### src/rtl/tempsens_spi_reader.sv
// SPI reader for a serial temperature sensor, paced by a synchronized slow-clock tick.
// Optional macro TEMPSENS_AVG_EN: output the 4-sample moving average instead of the raw field.
module tempsens_spi_reader #(
    parameter int FRAME_BITS = 16,
    parameter int DATA_BITS  = 13
) (
    input  logic                 clk,
    input  logic                 reset,
    input  logic                 clk_slow,
    input  logic                 start,
    input  logic                 miso,
    output logic                 sclk,
    output logic                 cs_n,
    output logic                 busy,
    output logic [DATA_BITS-1:0] temp_data,
    output logic                 valid
);
    localparam int CNT_W = $clog2(FRAME_BITS + 1);

    typedef enum logic [2:0] {IDLE, SETUP, SHIFT, HOLD, DONE} state_t;

    state_t                state, state_nx;
    logic                  sync1, sync2, sync_dly, tick;
    logic [CNT_W-1:0]      cnt, cnt_nx;
    logic [FRAME_BITS-1:0] frame, frame_nx;
    logic                  sclk_nx, cs_n_nx, load;
    logic [DATA_BITS-1:0]  raw, data_nx;

    // tick is high in the cycle after sync2 rises, so the FSM acts on the 3rd clk edge
    always_ff @(posedge clk or posedge reset) begin
        if (reset) begin
            sync1    <= 1'b0;
            sync2    <= 1'b0;
            sync_dly <= 1'b0;
        end else begin
            sync1    <= clk_slow;
            sync2    <= sync1;
            sync_dly <= sync2;
        end
    end
    assign tick = sync2 & ~sync_dly;

    always_ff @(posedge clk or posedge reset) begin
        if (reset) begin
            state <= IDLE;
            cnt   <= '0;
            frame <= '0;
            sclk  <= 1'b0;
            cs_n  <= 1'b1;
            valid <= 1'b0;
        end else begin
            state <= state_nx;
            cnt   <= cnt_nx;
            frame <= frame_nx;
            sclk  <= sclk_nx;
            cs_n  <= cs_n_nx;
            valid <= load;
        end
    end

    always_comb begin
        state_nx = state;
        cnt_nx   = cnt;
        frame_nx = frame;
        sclk_nx  = sclk;
        cs_n_nx  = cs_n;
        load     = 1'b0;
        case (state)
            IDLE: if (start) begin
                state_nx = SETUP;
                cs_n_nx  = 1'b0;
            end
            SETUP: if (tick) begin
                state_nx = SHIFT;
                cnt_nx   = '0;
            end
            SHIFT: if (tick) begin
                if (!sclk) begin
                    sclk_nx  = 1'b1;
                    frame_nx = {frame[FRAME_BITS-2:0], miso};
                end else begin
                    sclk_nx = 1'b0;
                    cnt_nx  = cnt + 1'b1;
                    if (cnt == CNT_W'(FRAME_BITS - 1))
                        state_nx = HOLD;
                end
            end
            HOLD: if (tick) begin
                cs_n_nx  = 1'b1;
                state_nx = DONE;
                load     = 1'b1;
            end
            DONE:    state_nx = IDLE;
            default: state_nx = IDLE;
        endcase
    end

    assign busy = (state != IDLE);
    assign raw  = frame[FRAME_BITS-1 -: DATA_BITS];

`ifdef TEMPSENS_AVG_EN
    // three older samples plus the incoming one form the 4-sample window
    logic signed [DATA_BITS-1:0] hist [3];
    logic                        primed;
    logic signed [DATA_BITS+1:0] sum, sum_sh;

    always_comb begin
        sum     = $signed(raw) + hist[0] + hist[1] + hist[2];
        sum_sh  = sum >>> 2;
        data_nx = primed ? sum_sh[DATA_BITS-1:0] : raw;
    end

    always_ff @(posedge clk or posedge reset) begin
        if (reset) begin
            primed <= 1'b0;
            for (int i = 0; i < 3; i++) hist[i] <= '0;
        end else if (load) begin
            primed <= 1'b1;
            if (!primed) begin
                for (int i = 0; i < 3; i++) hist[i] <= $signed(raw);
            end else begin
                hist[0] <= $signed(raw);
                hist[1] <= hist[0];
                hist[2] <= hist[1];
            end
        end
    end
`else
    always_comb data_nx = raw;
`endif

    always_ff @(posedge clk or posedge reset) begin
        if (reset)
            temp_data <= '0;
        else if (load)
            temp_data <= data_nx;
    end
endmodule

### config.mk
export PLATFORM = sky130hd
export DESIGN_NAME = tempsens_spi_reader
export DESIGN_NICKNAME = d
export VERILOG_FILES = /design/src/rtl/tempsens_spi_reader.sv
export SDC_FILE = /design/constraint.sdc
export NUM_CORES = 1
export LEC_CHECK = 0
export CORE_ASPECT_RATIO = 0.6
export CORE_MARGIN = 5
export CORE_UTILIZATION = 54
export DETAILED_ROUTE_END_ITERATION = 16
export GPL_TIMING_DRIVEN = 0
export PLACE_DENSITY = 0.8
export SYNTH_ARGS = -nofsm -noshare
export SYNTH_HDL_FRONTEND = slang
export SYNTH_SLANG_ARGS = --single-unit
### constraint.sdc
create_clock -name clk -period 1.6 [get_ports clk]
set_input_delay 0.32 -clock clk [delete_from_list [all_inputs] [get_ports clk]]
set_output_delay 0.32 -clock clk [all_outputs]
set_load 0.03 [all_outputs]
[Word level (Yosys, flattened, before mapping)]
Index checks and enable logic that the tools add are counted.
W data, S select, Z words.
Cells by class
  $add $sub $neg: 1
  eq/ne operators: 10
  muxes and demuxes: 17
  bitwise gates (word level): 3
  reduce and logical (&&, ||, !) cells: 9
Operators with widths (count)
  $mux W3: 6
  $mux W5: 3
  $ne A2 B2 Y1 const B: 6
  $pmux W3 S4: 1
  $pmux W5 S2: 1
  $eq A3 B2 Y1 const B: 2
  $reduce_and A3 Y1: 2
  $reduce_and A6 Y1: 1
  $add A5 B1 Y5 const B: 1
  $eq A5 B4 Y1 const B: 1
  $mux W1: 5
  $reduce_and A4 Y1: 1
  $reduce_bool A2 Y1: 2
  $eq A3 B1 Y1 const B: 1
  $logic_not A3 Y1: 1
  $reduce_bool A3 Y1: 1
  $not A1 Y1: 2
  $pmux W1 S2: 1
  $reduce_and A2 Y1: 1
  $and A1 B1 Y1: 1
Storage, ports and cells
  flip-flop bits (word level): 43
  bits of input ports: 5
  output and inout bits: 17
  word-level logic and storage cells: 50

[Logic depth before layout (Yosys ltp)]
Gate-level depths: netlist of the first run.
  depth in word-level cells: 5
  mapped depth: 5
  mapped depth without buffers: 5

[Worst setup path after synthesis of the first run]
OpenSTA, ideal clock, no wires.
  path type: reg-to-reg
  from: register state[2]
  to: register temp_data[0]
  setup time: 125 ps
  data arrival time: 1370 ps
  data required time: 1475 ps
  slack: 104 ps
  cell stages (with the launch flop): 5
  path buffers: 1
  period minus slack after synthesis: 1496 ps
  cells stage by stage: dfrtp_1 > nor3b_4 > nand3_4 > buf_6 > mux2_4
On the way
  longest elaborated chain between the ends: 2
RTL lines
  from (decl): RTL line 22  | state_t state, state_nx;
  from (signal assigned): RTL line 52  | state <= state_nx;
  $eq A3 B2 Y1: RTL line 68  | case (state)
  $mux W1: RTL line 68
  to (signal assigned): RTL line 136  | temp_data <= data_nx;
  to (decl): RTL line 15  | output logic [DATA_BITS-1:0] temp_data,
No other way between the ends.
A chain may end at the register's enable or synchronous reset.

[Worst setup path after layout of the first run]
  from: register state[1]
  to: output busy
On the way
  longest elaborated chain between the ends: 1
RTL lines
  $reduce_bool A3 Y1: RTL line 98  | assign busy = (state != IDLE);
  to (decl): RTL line 14  | output logic busy,
No other way between the ends.

==> results of run 1 <==
## worst min-delay path by stage
stage / from / endpoint / slack (ns) / cells after the start
2_1_floorplan: sync1$_DFF_PP0_ / sync2$_DFF_PP0_ / 0.33 / 0
3_3_place_gp: sync1$_DFF_PP0_ / sync2$_DFF_PP0_ / 0.34 / 0
3_5_place_dp: sync1$_DFF_PP0_ / sync2$_DFF_PP0_ / 0.33 / 0
4_1_cts: sync1$_DFF_PP0_ / sync2$_DFF_PP0_ / 0.35 / 0
5_1_grt: sync1$_DFF_PP0_ / sync2$_DFF_PP0_ / 0.36 / 0
6_report: sync1$_DFF_PP0_ / sync2$_DFF_PP0_ / 0.35 / 0
## cell type report
| class | instances | area share (%) |
|---|---|---|
| multi-input cells | 65 | 30.3 |
| clock inverters | 1 | 0.231 |
| repair buffers | 25 | 10.2 |
| well taps | 45 | 2.60 |
| plain buffers | 4 | 2.08 |
| flip-flops and latches | 43 | 49.8 |
| clock buffers | 6 | 3.81 |
| inverters | 6 | 1.04 |
## cell families after synthesis
kind of cell	Yosys count	share of synthesized area, %
buffers and inverters	10	3.35
multiplexers	30	20.7
AND/OR/NAND/NOR	20	9.42
flip-flops	43	60.1
adder cells (fa/ha/maj)	2	1.40
AO/OA/AOI/OAI	11	4.12
XOR/XNOR	2	0.977
## layout by cell type, fill, tap and decap left out, types with 2 or more instances in the layout
cell type,count
dfrtp_1,41
mux2_2,20
dlygate4sd2_1,16
mux2_4,9
clkbuf_8,6
buf_6,5
inv_1,5
a31oi_1,4
clkdlybuf4s50_1,4
buf_4,4
nand2_1,3
nor3b_4,2
or2b_1,2
and3_1,2
xnor2_1,2
nor2_1,2
ha_1,2
## timing repair
action | CTS | global route
setup buffers | 1 | 3
pin swaps | 1 | 2
setup endpoints to repair | 27 | 11
gates resized for setup | 19 | 8
endpoints found under the hold margin | 0 | 0
## per-stage QoR
stage	instance area [µm²]	setup TNS [ns]	util, %	total power [mW]
2_1_floorplan	1790	0	-	1.94
3_3_place_gp	2060	-21.33	63.9	2.13
3_5_place_dp	2060	-0.595	63.9	2.17
4_1_cts	2140	-0.188	66.3	2.80
5_1_grt	2170	-0.0785	67.2	3.02
6_report	2170	-0.0265	67.2	2.87
## registers in the layout, indices dropped and copies added, names as in the netlist, 3 cells and up
name and cells:
cnt 5, frame 16, state 3, temp_data 13
## power by group
group	internal (mW)	switching, mW	total, mW
clock	0.338	0.327	0.665
sequential	1.24	0.108	1.35
combinational	0.420	0.430	0.850
## layer usage
layer,GRT usage (%),vias up,part of all wire (%)
met2,23.6,17,50
met5,0,-,0
li1,-,480,-
met1,17.1,515,44
met3,5.56,6,5.0
met4,4.74,0,1.1
==> reports/results.tsv, run 1 <==
stage	metric	value	unit
setup_path	reg-to-reg startpoint	state[0]$_DFFE_PP0P_	
timing	final hold slack	0.350	ns
timing	final hold violation count	0	
clock_tree	Clock Path Buffers	2	
setup_path	R2R cell count	5	
timing	Setup WS post-layout	-0.0265	ns
layout	Filler cells	227	
floorplanning	Die Y-Extent	54.6	µm
status	failing checks	setup timing	
place	routability cong.	0.699	
drt	antenna-violating nets left	0	
floorplanning	std cell rows	16	
synthesis	count leader, synth	dfrtp_1	
layout	ant diodes	0	
drt	DRT iter0 DRCs	47	
global_route	largest net degree at the start of global routing	44	
floorplanning	Die Span X	84.4	µm
clock_tree	clk slew on worst S/H paths	0.07	ns
synthesis	synth top area cells	dfrtp_1 (59%), mux2_2 (13%), mux2_4 (7.5%)	
clock_tree	H-tree levels	2	
timing	max-slew violation count	0	
synthesis	Syn Nets	125	
setup_path	Worst Path Max Fanout	6	
layout	fin cells	195	
status	status	complete, but fails checks	
clock_tree	clock root cell	clkbuf_8	
clock_tree	clk sinks	43	
timing	Finish-stage setup viols	1	
synthesis	post-synth cell types	32	
place	IO buf count	21	
clock_tree	cts bufs inserted	5	
run	Max-Cap Viols	0	
setup_path	end point of the critical path	busy	
setup_path	buffers and inverters on the worst path	2	
setup_path	CP endpoint kind	output port	
setup_path	Setup CP Type	flip-flop to output port	
global_route	aggregate global-route resource usage	14.0	%
setup_path	Req. time, crit path	1.28	ns
place	pre-CTS WS	-0.184	ns
synthesis	Seq cells post-synth	43	
timing	Final Skew	0.00704	ns
synthesis	Post-synth top cells	dfrtp_1 (42), mux2_2 (20), mux2_4 (9)	
floorplanning	Starting Density	55.6	%
setup_path	worst r2r dst	frame[7]$_DFFE_PP0P_	
setup_path	CP top delay family	simple AND/OR/NAND/NOR gates	
clock_tree	clk_lat worst skew	0.29	ns
timing	clock period minus worst slack	1.63	ns
setup_path	Crit. path cell count	3	
setup_path	Slowest-stage cell, CP	or3_1	
layout	layout overhead on the synthesized area	20.9	%
timing	Slew HR	44.0	%
synthesis	sequential-to-total area share from yosys stat	60.1	%
global_route	global-route wire length before repair	4.83	mm
synthesis	top cell type's share of synthesized area	58.6	%
timing	Fmax	615	MHz
global_route	initial antenna violation count	0	
synthesis	Synth Warn #	0	
setup_path	reg-to-reg setup timing slack	0.06	ns
power	Pleak	1.17	nW
setup_path	crit-path max cell delay	0.38	ns
drt	Pre-antenna DRT Iters	4	
power	pwr dens	1320	nW/µm²
synthesis	FFs w/ async S/R, synth	100	%
clock_tree	CTS tree	yes	
power	worst vdd ir	0.678	mV
synthesis	mean post-synth cell area	15.2	µm²
synthesis	number of flops mapped to enable cells by yosys	0	
worst_hold_path	HP Class	flip-flop to flip-flop	
setup_path	Startpoint Class	flip-flop	
place	Inst Count DP	184	
setup_path	crit path from	state[1]$_DFFE_PP0P_	
drt	vias per cell	5.22	
synthesis	Yosys top cell by area	dfrtp_1	
layout	register area	1080	µm²
timing	RSZ-0062 raised after global routing	true	
floorplanning	core area	3220	µm²
synthesis	ys flop type	dfrtp_1	
layout	fin nets	157	
global_route	vias in the first global route	989	
floorplanning	# IOs	22	
drt	DR WL/cell	14.8	µm
place	DP HPWL	2.00	mm
drt	Remaining DRCs	0	
drt	via count	1018	
drt	final WL	2.88	mm
synthesis	post-synthesis cell count	118	
setup_path	crit-path cells	buf_6 -> or3_1 -> buf_6	
global_route	total grt overflow	0	
timing	Worst Tran Pin Value	0.839	ns
floorplanning	die area	4610	µm²
setup_path	Most common cell on crit path	buf_6	
synthesis	Netlist Area Pre-Place	1790	µm²
clock_tree	hold-fix buffers at CTS	0	
timing	Final period util	102	%
layout	fraction of layout cells with a size suffix above 1	34.7	%
layout	area of the multi-input gates	656	µm²
setup_path	critical path data arrival time	1.31	ns
Power figures use the tool's default switching activity.
==> run 2: changes to the inputs <==
--- a/config.mk
+++ b/config.mk
@@ -11,6 +11,7 @@
 export DETAILED_ROUTE_END_ITERATION = 16
 export GPL_TIMING_DRIVEN = 0
 export PLACE_DENSITY = 0.8
+export SKIP_LAST_GASP = 1
 export SYNTH_ARGS = -nofsm -noshare
 export SYNTH_HDL_FRONTEND = slang
 export SYNTH_SLANG_ARGS = --single-unit
==> results of run 2 <==
Same layout as run 1: the final DEF is identical, and so are final timing and power.
